`config.mk`:
```
export PLATFORM = sky130hd
export DESIGN_NAME = vga_pattern_selector
export DESIGN_NICKNAME = d
export VERILOG_FILES = /design/src/rtl/vga_pattern_selector.sv
export SDC_FILE = /design/constraint.sdc
export NUM_CORES = 1
export LEC_CHECK = 0
export ABC_CLOCK_PERIOD_IN_PS = 8000
export CAP_MARGIN = 30
export CORE_MARGIN = 2
export CORE_UTILIZATION = 40
export CTS_CLUSTER_SIZE = 8
export DETAILED_ROUTE_END_ITERATION = 6
export MAX_ROUTING_LAYER = met4
export PLACE_DENSITY = 0.75
export SLEW_MARGIN = 20
export SYNTH_ARGS = -nofsm -noshare
export SYNTH_HDL_FRONTEND = slang
export SYNTH_SLANG_ARGS = --single-unit
```
`constraint.sdc`:
```
create_clock -name i_clk -period 8 [get_ports i_clk]
set_input_delay 2.4 -clock i_clk [delete_from_list [all_inputs] [get_ports i_clk]]
set_output_delay 2.4 -clock i_clk [all_outputs]
set_load 0.01 [all_outputs]
```
`src/rtl/vga_pattern_selector.sv`:
```
// vga_pattern_selector: frame-synchronous selection of one of NUM_PATTERNS pixel channels (or black)
// with next/prev/direct/auto-cycle requests and sync delay-matched to the registered pixels.
module vga_pattern_selector #(
    parameter int       NUM_PATTERNS = 4,
    parameter int       COLOR_BITS   = 3,
    parameter int       AUTO_FRAMES  = 60,
    parameter int       INIT_PATTERN = 0,
    parameter logic     SYNC_IDLE    = 1'b1
) (
    input  logic                                 i_clk,
    input  logic                                 i_reset,
    input  logic                                 i_hs,
    input  logic                                 i_vs,
    input  logic                                 i_activeArea,
    input  logic                                 i_frameStrobe,
    input  logic [NUM_PATTERNS*3*COLOR_BITS-1:0] i_pixels,
    input  logic                                 i_selStrobe,
    input  logic [7:0]                           i_selValue,
    input  logic                                 i_nextStrobe,
    input  logic                                 i_prevStrobe,
    input  logic                                 i_autoEnable,
    output logic                                 o_hs,
    output logic                                 o_vs,
    output logic [COLOR_BITS-1:0]                o_red,
    output logic [COLOR_BITS-1:0]                o_green,
    output logic [COLOR_BITS-1:0]                o_blue,
    output logic [7:0]                           o_pattern,
    output logic                                 o_pending
);
    localparam int              PW       = 3 * COLOR_BITS;
    localparam int              CW       = (AUTO_FRAMES < 2) ? 1 : $clog2(AUTO_FRAMES);
    localparam logic [7:0]      NP       = 8'(NUM_PATTERNS);
    localparam logic [7:0]      INIT     = 8'(INIT_PATTERN);
    localparam logic [CW-1:0]   CNT_LAST = CW'(AUTO_FRAMES - 1);

    logic [7:0]    r_request, r_active, req_next, active_next, man_value;
    logic          sel_ok, man_hit, auto_wrap;
    logic [CW-1:0] r_count, count_next;
    logic [PW-1:0] chan_pix, r_pix;

    // An out-of-range direct select still owns the cycle, so it also masks next/prev.
    always_comb begin
        sel_ok      = i_selStrobe && (i_selValue <= NP);
        man_hit     = sel_ok || (!i_selStrobe && (i_nextStrobe || i_prevStrobe));
        man_value   = i_selStrobe  ? i_selValue :
                      i_nextStrobe ? ((r_request == NP) ? 8'd0 : r_request + 8'd1) :
                                     ((r_request == 8'd0) ? NP : r_request - 8'd1);
        auto_wrap   = i_autoEnable && i_frameStrobe && !man_hit && (r_count == CNT_LAST);
        req_next    = man_hit   ? man_value :
                      auto_wrap ? ((r_request >= NP) ? 8'd1 : r_request + 8'd1) :
                                  r_request;
        count_next  = (!i_autoEnable || man_hit || auto_wrap) ? '0 :
                      i_frameStrobe ? r_count + CW'(1) : r_count;
        active_next = i_frameStrobe ? req_next : r_active;
    end

    always_comb begin
        chan_pix = '0;
        for (int k = 0; k < NUM_PATTERNS; k++)
            if (r_active == 8'(k + 1)) chan_pix = i_pixels[k*PW +: PW];
    end

    always_ff @(posedge i_clk) begin
        if (i_reset) begin
            r_request <= INIT;
            r_active  <= INIT;
            r_count   <= '0;
            o_pending <= 1'b0;
            r_pix     <= '0;
            o_hs      <= SYNC_IDLE;
            o_vs      <= SYNC_IDLE;
        end else begin
            r_request <= req_next;
            r_active  <= active_next;
            r_count   <= count_next;
            o_pending <= req_next != active_next;
            r_pix     <= (i_activeArea && r_active != 8'd0) ? chan_pix : '0;
            o_hs      <= i_hs;
            o_vs      <= i_vs;
        end
    end

    assign o_red     = r_pix[2*COLOR_BITS +: COLOR_BITS];
    assign o_green   = r_pix[COLOR_BITS +: COLOR_BITS];
    assign o_blue    = r_pix[0 +: COLOR_BITS];
    assign o_pattern = r_active;
endmodule

```
# ---- After elaboration in Yosys (flattened, before gate mapping)
# Index checks and enable logic that the tools add are counted.
dict set report totals {
  regBits 34
  inputBits 54
  output_inout_bits 20
  elab_cells 49
}
dict set report op_classes {
  add_sub_neg 3
  order_cmp 2
  eq_ne 7
  muxes 12
  bitwise_logic 1
  reduce_logical 17
}
# cell count
set op_table {}
lappend op_table {{2-to-1 mux 8 bit} 8}
lappend op_table {{2-to-1 mux 9 bit} 4}
lappend op_table {{== test 8 x 2 -> 1 bit (second input constant)} 2}
lappend op_table {{== test 8 x 3 -> 1 bit (second input constant)} 2}
lappend op_table {{adder 8 x 1 -> 8 bit (second input constant)} 1}
lappend op_table {{== test 8 x 1 -> 1 bit (second input constant)} 1}
lappend op_table {{greater-or-equal comparator 8 x 3 -> 1 bit (second input constant)} 1}
lappend op_table {{less-or-equal comparator 8 x 3 -> 1 bit (second input constant)} 1}
lappend op_table {{zero test 8 bit} 1}
lappend op_table {{!= test 8 bit} 1}
lappend op_table {{nonzero test 8 bit} 1}
lappend op_table {{subtractor 8 x 1 -> 8 bit (second input constant)} 1}
lappend op_table {{adder 6 x 1 -> 6 bit (second input constant)} 1}
lappend op_table {{== test 6 bit (second input constant)} 1}
lappend op_table {{logical AND 1 bit} 6}
lappend op_table {{logical OR 1 bit} 4}
lappend op_table {{OR reduction 2 bit} 2}
lappend op_table {{zero test 1 bit} 3}
lappend op_table {{inverter 1 bit} 1}

# ---- Longest topological paths before layout
dict set report logic_depth {
  word_depth 10
  depth_mapped 9
  depth_no_buf 9
}

# ---- Worst setup path after synthesis
# OpenSTA, ideal clock, no wires.
dict set report synth_path {
  kind {input-to-reg}
  start {input i_nextStrobe}
  end {register o_pending}
  setup_time_ns 0.125
  t_arrival_ns 4.267
  required_ns 7.875
  slack_ns 3.607
  path_stages 8
  path_buffers 1
  cell_sequence {buf_4 o21ba_2 a41oi_1 nor2b_1 a211oi_1 mux2_2 xnor2_1 o41a_1}
}
dict set report synth_between {
  elab_chain_len 10
  elab_cells_between_ends 12
  classes_between {eq/ne: 1; mux: 5; reduce/logical: 6}
}
# item line
set synth_rtl {}
lappend synth_rtl {{from (decl)} 19} ;# input logic i_nextStrobe,
lappend synth_rtl {{logical OR 1 bit} 44} ;# man_hit = sel_ok || (!i_selStrobe && (i_nextStrobe || i_prevStrobe));
lappend synth_rtl {{logical AND 1 bit} 44}
lappend synth_rtl {{logical OR 1 bit} 44}
lappend synth_rtl {{zero test 1 bit} 48} ;# auto_wrap = i_autoEnable && i_frameStrobe && !man_hit && (r_count == CNT_LAST);
lappend synth_rtl {{logical AND 1 bit (2 in a row)} 48}
lappend synth_rtl {{2-to-1 mux 8 bit} 50} ;# auto_wrap ? ((r_request >= NP) ? 8'd1 : r_request + 8'd1) :
lappend synth_rtl {{2-to-1 mux 8 bit *} 49} ;# req_next = man_hit ? man_value :
lappend synth_rtl {{2-to-1 mux 8 bit} 54} ;# active_next = i_frameStrobe ? req_next : r_active;
lappend synth_rtl {{!= test 8 bit *} 76} ;# o_pending <= req_next != active_next;
lappend synth_rtl {{to (signal assigned)} 76}
lappend synth_rtl {{to (decl)} 28} ;# output logic o_pending
# Every way passes the cells marked *; elsewhere a longest branch is shown, timed or not.
# A chain may end at the register's enable or synchronous reset.

# ---- Final worst setup path
dict set report layout_path {
  start {input i_frameStrobe}
  end {register o_pending}
}
dict set report layout_between {
  elab_chain_len 7
}
# item line
set layout_rtl {}
lappend layout_rtl {{from (decl)} 15} ;# input logic i_frameStrobe,
lappend layout_rtl {{logical AND 1 bit (3 in a row)} 48}
lappend layout_rtl {{2-to-1 mux 8 bit} 50}
lappend layout_rtl {{2-to-1 mux 8 bit} 49}
lappend layout_rtl {{2-to-1 mux 8 bit} 54}
lappend layout_rtl {{!= test 8 bit *} 76}
# Marks and branches as above.

==> metrics <==
Setup Buffers After CTS 0; max_slew headroom between 50 and 60%; r2r endpoint o_pending; worst skew pair latency between 200 and 300 ps; Synth Area in XOR/XNOR under 10%; largest family of logic cells by synthesized area simple AND/OR/NAND/NOR gates; core area between 0.005 and 0.006 sq mm; number of synthesized register bits 34; Final GP Congestion ~0.90; Total Nets Final 375; DRT iter0 DRCs 135; vias in the first global route 1880; FMAX 195 MHz; worst setup path class input pin to register; RSZ-0062 raised after global routing no; largest net degree at the start of global routing 21; R2R setup slack 5090 ps; worst-margin pin slew about 700 ps; DPL Wire Length around 4.2 mm; Starting Density 40.7%; Cells after Synth 253; reg2reg path depth 9; Detailed Routing Iterations Pass 1 4; clk_skew a little over 6 ps; mux contribution to synthesized area around 9.0%; ANT cells 0; Resize count post-CTS 0; area share of and/or/nand/nor cells after synthesis between 20 and 25%; Synth Cell Area a little over 0.002 sq mm; HP Start o_pattern[3]; Fillers between 400 and 500; Ys Warns 0; Die Footprint 0.00572 sq mm; Net Count, Synth 310; row count 26; max-cap violation count 0; reg2reg start r_request[0]; clock buffer count from CTS 5; Post-synth top flop dfxtp_1; cts hold-fix bufs 0; worst vdd ir between 0.1 and 0.15 mV; area grow syn2layout 40.5%; Routed WL around 5.4 mm; commonest non-fill, non-tap cell in the layout clkdlybuf4s50_1; Cell variety after synth 48; CP max FO 20; Worst Hold End o_pattern[3]; class of the worst hold path register to register; antenna violation net count after detailed routing 0; layout cells sized above 1 a little under a tenth; Final Cycle Share a little under two thirds; min cycle time layout 5120 ps; Final Hold Fails 0; hold depth 2; data required time at the worst endpoint 8170 ps; Num Clock Sinks 34; leakage 1.06 nW; Adder-Cell Fraction of Synth Area 1.83%; most frequent cells in the layout clkdlybuf4s50_1 (73), nor2_1 (49), dfxtp_1 (34); Die Y 75.6 um; pwr dens ~150 mW/mm^2; setup_tns 0 ps; ys async rst share 0%; Die Width 75.6 um; hold_ws 534 ps; GR Util All Layers about a fifth; mean area per synthesized cell a little over 8 sq um; Post-route DRC 0; Seq/Total Area, Yosys approximately 33%; port buffer count 73; grt ovf 0; compound-gate portion of the synthesized area between 15 and 20%; total number of vias roughly 2100; global-route wire length before repair 8.63 mm; Crit. End Element register; clk buf depth 2; initial antenna violation count 0; crit start category input pin; Worst-path clk slew roughly 70 ps; WP data arrival 5290 ps; # IOs 74; WL per Instance about 14 um; fin. max-slew vios 0; TritonCTS clock tree yes; Clock Tree Root clkbuf_8; final setup vio count 0; H-tree depth 2; number of synthesized flops with an enable pin 0; run status finished clean; vias per inst between 5 and 6; post-layout util between 50% and 60%
[logic make-up (layout without fill, tap and decap cells)]
kind of cell	after synthesis	count (layout)
simple gates	102	102
flops	34	34
xor+xnor	16	16
compound gates	56	56
fa+ha+maj	3	3
mux	17	17
buf+inv	25	91
[Yosys cell counts, types with 7 or more instances]
master,instances,share of area (%)
a21oi_1,15,3.7
o21ai_0,10,2.4
dfxtp_1,34,33
nand2_1,9,1.6
nor2_1,49,9.0
nand4_1,8,2.4
a22oi_1,9,3.3
xor2_1,10,4.3
mux2_2,11,6.0
clkbuf_1,7,1.3
inv_1,9,1.6
a211oi_1,9,3.3
or3_1,8,2.4
[per-stage QoR]
stage	total power, mW	worst slack [ps]	cell area [sq um]	cells
after floorplan	0.251	3610	2050	253
after global placement	0.295	2700	2780	380
after detailed placement	0.297	2620	2790	380
after CTS	0.428	2910	2880	388
after global routing	0.449	2690	2880	389
final	0.423	2880	2880	389
[worst max-delay path by stage]
stage / from / endpoint / slack (ps) / cells past startpoint
after global routing: i_frameStrobe / o_pending / 2690 / 8
after floorplan: i_nextStrobe / o_pending / 3610 / 8
after global placement: i_frameStrobe / o_pending / 2700 / 8
after detailed placement: i_frameStrobe / o_pending / 2620 / 8
after CTS: i_frameStrobe / o_pending / 2910 / 8
final: i_frameStrobe / o_pending / 2880 / 8
[layer usage]
metal	up-vias	part of all wire (%)	track usage, %
li1	1036	-	-
met1	977	46	26.9
met2	47	49	31.2
met3	5	4.0	3.84
met4	0	0.75	5.46
met5	-	0	-
[worst max-delay path, cell delays in order]
cell and delay (ps):
clkdlybuf4s50_1 900, and4b_1 300, and4_1 320, nor2b_1 140, a221oi_1 500, xor2_1 200, nand4_1 110, o41a_1 420
[flip-flops by register name, indices dropped and copies added, names as in the netlist]
name and cells:
r_pix 9, o_pattern 8, r_request 8, o_pending 1, o_vs 1, o_hs 1, r_count 6
[final cells by class]
cell class,count,area (sq um),area share (%)
multi-input cells,194,1250,43.5
clock buffers,7,86.3,2.99
well taps,70,87.6,3.04
clock inverters,1,5.00,0.174
inverters,9,33.8,1.17
flip-flops and latches,34,681,23.6
repair buffers,74,736,25.5
[power by group]
part,total (mW),internal (mW),leakage [nW],switching (mW)
logic,0.108,0.0604,0.732,0.0477
registers,0.187,0.176,0.277,0.0106
clock network,0.128,0.0694,0.0482,0.0590
total,0.423,0.306,1.06,0.117
No activity file was read; power rests on OpenSTA's default activity.
